==> src/rtl/uart_alu_intf.sv <==
// uart_alu_intf: pops 3-byte commands (A, B, OP) from the UART rx FIFO,
// presents them as registered ALU operands, and pushes the captured ALU
// result into the UART tx FIFO. A partial command is dropped if the rx FIFO
// stays empty for TO_CYC consecutive cycles while waiting for B or OP.
module uart_alu_intf #(
  parameter int DBIT   = 8,
  parameter int OP_W   = 6,
  parameter int TO_CYC = 1_000_000
) (
  input  logic            i_clk,
  input  logic            i_reset,
  input  logic            i_rx_empty,
  input  logic [DBIT-1:0] i_r_data,
  output logic            o_rd_uart,
  input  logic            i_tx_full,
  output logic            o_wr_uart,
  output logic [DBIT-1:0] o_w_data,
  output logic [DBIT-1:0] o_alu_a,
  output logic [DBIT-1:0] o_alu_b,
  output logic [OP_W-1:0] o_alu_op,
  input  logic [DBIT-1:0] i_alu_result,
  output logic            o_cmd_done,
  output logic            o_timeout
);

  localparam int            CW      = $clog2(TO_CYC + 1);
  localparam logic [CW-1:0] TO_LAST = CW'(TO_CYC - 1);

  typedef enum logic [2:0] {
    GET_A,
    GET_B,
    GET_OP,
    EXEC,
    SEND
  } state_t;

  state_t          state;
  logic [DBIT-1:0] a_reg;
  logic [DBIT-1:0] b_reg;
  logic [OP_W-1:0] op_reg;
  logic [DBIT-1:0] result_reg;
  logic [CW-1:0]   to_cnt;
  logic            timeout_reg;
  logic            in_get;

  // FIFO strobes are combinational so a waiting byte is popped with no added latency;
  // gating with reset keeps both strobes low while reset is held.
  always_comb begin
    in_get    = (state == GET_A) || (state == GET_B) || (state == GET_OP);
    o_rd_uart = i_reset && in_get && !i_rx_empty;
    o_wr_uart = i_reset && (state == SEND) && !i_tx_full;
  end

  assign o_cmd_done = o_wr_uart;
  assign o_w_data   = result_reg;
  assign o_alu_a    = a_reg;
  assign o_alu_b    = b_reg;
  assign o_alu_op   = op_reg;
  assign o_timeout  = timeout_reg;

  // Command FSM: collect A, B, OP, give the ALU one cycle, then push the result.
  always_ff @(posedge i_clk or negedge i_reset) begin
    if (!i_reset) begin
      state       <= GET_A;
      a_reg       <= '0;
      b_reg       <= '0;
      op_reg      <= '0;
      result_reg  <= '0;
      to_cnt      <= '0;
      timeout_reg <= 1'b0;
    end else begin
      timeout_reg <= 1'b0;
      case (state)
        GET_A: begin
          to_cnt <= '0;
          if (!i_rx_empty) begin
            a_reg <= i_r_data;
            state <= GET_B;
          end
        end
        GET_B: begin
          if (!i_rx_empty) begin
            b_reg  <= i_r_data;
            to_cnt <= '0;
            state  <= GET_OP;
          end else if (to_cnt == TO_LAST) begin
            to_cnt      <= '0;
            timeout_reg <= 1'b1;
            state       <= GET_A;
          end else begin
            to_cnt <= to_cnt + 1'b1;
          end
        end
        GET_OP: begin
          if (!i_rx_empty) begin
            op_reg <= i_r_data[OP_W-1:0];
            to_cnt <= '0;
            state  <= EXEC;
          end else if (to_cnt == TO_LAST) begin
            to_cnt      <= '0;
            timeout_reg <= 1'b1;
            state       <= GET_A;
          end else begin
            to_cnt <= to_cnt + 1'b1;
          end
        end
        EXEC: begin
          to_cnt     <= '0;
          result_reg <= i_alu_result;
          state      <= SEND;
        end
        SEND: begin
          to_cnt <= '0;
          if (!i_tx_full) begin
            state <= GET_A;
          end
        end
        default: begin
          to_cnt <= '0;
          state  <= GET_A;
        end
      endcase
    end
  end

endmodule

==> config.mk <==
export PLATFORM = sky130hd
export DESIGN_NAME = uart_alu_intf
export DESIGN_NICKNAME = d
export VERILOG_FILES = /design/src/rtl/uart_alu_intf.sv
export SDC_FILE = /design/constraint.sdc
export NUM_CORES = 1
export LEC_CHECK = 0
export CAP_MARGIN = 20
export CORE_MARGIN = 1
export CORE_UTILIZATION = 45
export CTS_CLUSTER_DIAMETER = 50
export CTS_CLUSTER_SIZE = 28
export DETAILED_ROUTE_END_ITERATION = 8
export HOLD_SLACK_MARGIN = 0.08
export PLACE_DENSITY = 0.74
export RECOVER_POWER = 50
export SLEW_MARGIN = 30
export SYNTH_ARGS = -nofsm -noshare
export SYNTH_HDL_FRONTEND = slang
export SYNTH_SLANG_ARGS = --single-unit
==> constraint.sdc <==
create_clock -name i_clk -period 3.6 [get_ports i_clk]
set_input_delay 0.9 -clock i_clk [delete_from_list [all_inputs] [get_ports i_clk]]
set_output_delay 0.9 -clock i_clk [all_outputs]
set_load 0.05 [all_outputs]
After elaboration in Yosys (flattened, before gate mapping)
Cells that the tools add are included.
{ "totals": {"register_bits": 54, "in_bits": 20} }
{ "classes": {"bitwise_logic": 1, "n_eq_ne": 7, "n_addsub": 1, "muxes": 12, "reduce_logical": 14} }
{ "op_table": {"columns": ["operator", "count"], "rows": [
  ["$mux W20", 3],
  ["$add A20 B1 Y20 const B", 1],
  ["$eq A20 B20 Y1 const B", 1],
  ["$mux W3", 5],
  ["$pmux W3 S5", 1],
  ["$reduce_and A2 Y1", 4],
  ["$eq A3 B2 Y1 const B", 2],
  ["$logic_and A1 B1 Y1", 4],
  ["$ne A2 B2 Y1 const B", 2],
  ["$eq A3 B1 Y1 const B", 1],
  ["$eq A3 B3 Y1 const B", 1],
  ["$logic_not A3 Y1", 1],
  ["$mux W1", 3],
  ["$logic_not A1 Y1", 2],
  ["$logic_or A1 B1 Y1", 2],
  ["$reduce_or A2 Y1", 1],
  ["$not A1 Y1", 1]
]} }

Logic depth before layout (Yosys ltp)
Gate-level depths: netlist of the first run.
{ "depth": {"ltp_word": 5, "ltp_mapped": 6} }

Worst setup path after synthesis of the first run
No wires, ideal clock.
{ "synth_timing": {"kind": "input to output", "startpoint": "input i_rx_empty", "endpoint": "output o_rd_uart", "t_arrival_ns": 1.840, "n_path_buf": 0, "setup_slack_ns": 0.860, "cell_stages": 3, "path_cell_list": "nor2_1 -> nand2_1 -> a21oi_1"} }
{ "synth_between": {"elab_chain_cells": 2} }
{ "synth_lines": {"columns": ["item", "line", "source"], "rows": [
  ["from (decl)", "12", "input logic i_rx_empty,"],
  ["$logic_not A1 Y1", null, null],
  ["$logic_and A1 B1 Y1", "50", "o_rd_uart = i_reset && in_get && !i_rx_empty;"],
  ["to (decl)", "14", "output logic o_rd_uart,"]
]} }
Every way passes these cells.

Final worst setup path of the first run
Ends and elaborated chain as after synthesis.

==> impl_metrics.yaml, run 1 <==
run_status:
  status: "finished, violations left"
  violations: "capacitance limit, slew limit"
logic_synthesis:
  synth_cell_types: 35
  syn_avg_cell_area_um2: 12.2
  synthCells: 197
  yosysWarnings: 0
  syn_nets: 218
  syn-cell-area_mm2: 0.00240
  ys_seq_elements: 54
  yosysSeqAreaShare_pct: 56.3
die:
  num_rows: 26
  core_mm2: 0.00511
  dieArea_mm2: 0.00563
  initial_utilization_pct: 47.0
  die-height_um: 75.0
  num_io_pins: 54
  die_x_um: 75.0
worst_setup_path:
  end_kind: "output port"
  critPathRequiredTime_ns: 2.70
  path_class: "in -> out"
  cp_slowest_stage_delay_ns: 0.63
  path_cells: "dlygate4sd3_1 > nor2_1 > nand2_1 > a21oi_1 > buf_12"
  path_max_fanout: 6
  critPathSlowestCell: "dlygate4sd3_1"
  cpLargestDelayFamily: "buffers and inverters"
  critPathArrivalTime_ns: 2.20
  critPathBufInv: 2
  worst_setup_path_start_kind: "primary input"
routing:
  drt_iter0_drc: 57
  wire_per_inst_um: 13.9
  drt-met1-wl_um: 2210
  vias_per_cell: 5.20
  postRouteAntennaNets: 0
  wl_met3_um: 218
  wl_um: 4510
  vias: 1685
  route.met2.wl_um: 2050
  drc: 0
  first_pass_iters: 4
  highest_layer: "met4"
final_layout:
  multi_input_area_um2: 988
  post-route-util_pct: 60.9
  drive_gt1_share_pct: 19.3
  nets: 274
  regArea_mm2: 0.00135
  fill_cells: 409
  synthToLayoutAreaGrowth_pct: 29.5
  stdcell_area_mm2: 0.00311
  insertedDiodeCount: 0
cts:
  ctsHoldBuffers: 0
  cts_root_buf: "clkbuf_8"
  clock-sinks: 54
  cts_inserted_buffers: 5
  cts_max_level: 2
  tritoncts: "done"
  clk_path_buf_depth: 2
  cts_resized: 0
  path_clk_slew_ns: 0.09
  clk_latency_ns: 0.31
  post_cts_buffers: 0
power:
  p_per_area_mw_per_mm2: 874
  leakage_uw: 0.00125
  ir_worst_vdd_mv: 0.637
  total_power_uw: 2720
sta:
  post-route-period-util_pct: 86.1
  fin_crit_ns: 3.10
  hold_violations: 0
  worst_pin_slew_ns: 1.54
  setup-violations-final: 0
  slew_viol_final: 30
  rsz0062_at_grt: "no"
  fmax_mhz: 323
  setup_tns_ns: 0
  relSlewSlack_pct: -2.42
  skew_ns: 0.0111
placed_design:
  io_buffers: 53
  place_congestion: 0.820
  hpwlAfterDp_um: 3280
  place_area_mm2: 0.00303
grt:
  grt_antenna_before_repair: 0
  grt_max_degree: 30
  grt_pass1_wl_um: 7590
  grt_pass1_vias: 1608
  grt_overflow: 0
  track_usage_pct: 17.9
run:
  maxCapViolations: 1
worst_hold_path:
  min_path_type: "reg -> reg"
## layout make-up
class,count,share of cell area [%]
Clock buffer,5,2.21
Clock inverter,3,0.926
Inverter,4,0.483
Multi-Input combinational cell,132,31.8
Sequential cell,54,43.5
Tap cell,70,2.82
Timing Repair Buffer,56,18.3
## path summary, 6_finish.rpt
| kind | cells after the start | slack, ns | end | from |
|---|---|---|---|---|
| hold reg to reg | 1 | 0.51 | to_cnt[0] | to_cnt[0] |
| setup reg to reg | 5 | 1.59 | to_cnt[9] | to_cnt[0] |
| min in group asynchronous | 1 | 0.67 | state[2] | i_reset |
| setup / recovery | 5 | 0.50 | o_rd_uart | i_rx_empty |
| hold / removal | 1 | 0.51 | to_cnt[0] | to_cnt[0] |
| max in group asynchronous | 2 | 1.02 | to_cnt[5] | i_reset |
## per-layer routing
metal	vias to the layer above	GRT usage (%)
li1	813	-
met1	814	24.5
met2	54	27.4
met3	4	5.35
met4	0	5.45
met5	-	0
## power by group
| group | internal, uW | leakage, uW | switching, uW |
|---|---|---|---|
| sequential | 804 | 0.000684 | 128 |
| clock | 144 | 0.0000502 | 210 |
| combinational | 546 | 0.000515 | 886 |
## cell usage after synthesis
cell,instances,share of area [%]
or4_1,1,0.31
and3b_1,1,0.36
nor4_1,6,1.6
clkbuf_1,2,0.31
o21ai_0,2,0.42
xor2_1,6,2.2
nand2_1,6,0.94
nor3_2,2,0.83
or3_1,4,1.0
a31o_2,1,0.36
and4_2,1,0.42
nor4_2,1,0.52
dfrtp_1,54,56
nand4_4,1,0.89
and3_1,2,0.52
nand2b_1,4,1.0
o21bai_2,1,0.47
buf_4,1,0.31
nor2_1,20,3.1
buf_2,4,0.83
nand4_2,1,0.52
nor4b_1,2,0.73
inv_1,4,0.63
nand3_1,8,1.7
and4_1,1,0.36
nor3_1,4,0.83
ha_1,1,0.52
o31ai_1,2,0.63
or2_2,1,0.26
nand4_1,7,1.8
xnor2_1,10,3.6
nand3b_1,1,0.31
and4b_1,1,0.42
a21oi_1,4,0.83
mux2_2,30,14
## cell usage in the layout, fill, tap and decap left out, drive strengths merged, types with 4 or more instances in the layout
cell and count:
clkdlybuf4s50 47, nand4 9, nand2 6, nor4 7, nor2 20, inv 5
xnor2 10, buf 4, mux2 30, a21oi 4, nand3 8, or3 4
nor3 6, xor2 6, clkbuf 8, dfrtp 54, nand2b 4
## state kept, by name, indices dropped and copies added, names as in the netlist
| signal | flops |
|---|---|
| o_alu_a | 8 |
| o_alu_b | 8 |
| o_alu_op | 6 |
| o_timeout | 1 |
| o_w_data | 8 |
| state | 3 |
| to_cnt | 20 |
## cells by family after synthesis
| logic type | share of synthesized area [%] |
|---|---|
| AND/OR/NAND/NOR | 18.5 |
| flip-flops | 56.3 |
| multiplexers | 14.1 |
| XOR/XNOR | 5.84 |
| buffers and inverters | 2.08 |
| AO/OA/AOI/OAI | 2.71 |
| adder cells (fa/ha/maj) | 0.521 |
## through the flow
| stage | instances | worst slack [ns] | hold slack [ns] |
|---|---|---|---|
| after floorplan | 197 | 0.860 | 0.468 |
| after global placement | 316 | 0.611 | 0.487 |
| after detailed placement | 316 | 0.584 | 0.492 |
| after CTS | 324 | 0.585 | 0.495 |
| final | 324 | 0.500 | 0.507 |
| after global routing | 324 | 0.369 | 0.534 |
Power figures use the tool's default switching activity.
==> run 2: changes to the inputs <==
--- a/config.mk
+++ b/config.mk
@@ -18,3 +18,4 @@
 export SYNTH_ARGS = -nofsm -noshare
 export SYNTH_HDL_FRONTEND = slang
 export SYNTH_SLANG_ARGS = --single-unit
+export TNS_END_PERCENT = 1
==> results of run 2 <==
The final DEF is identical to that of run 1; final timing and power are the same.
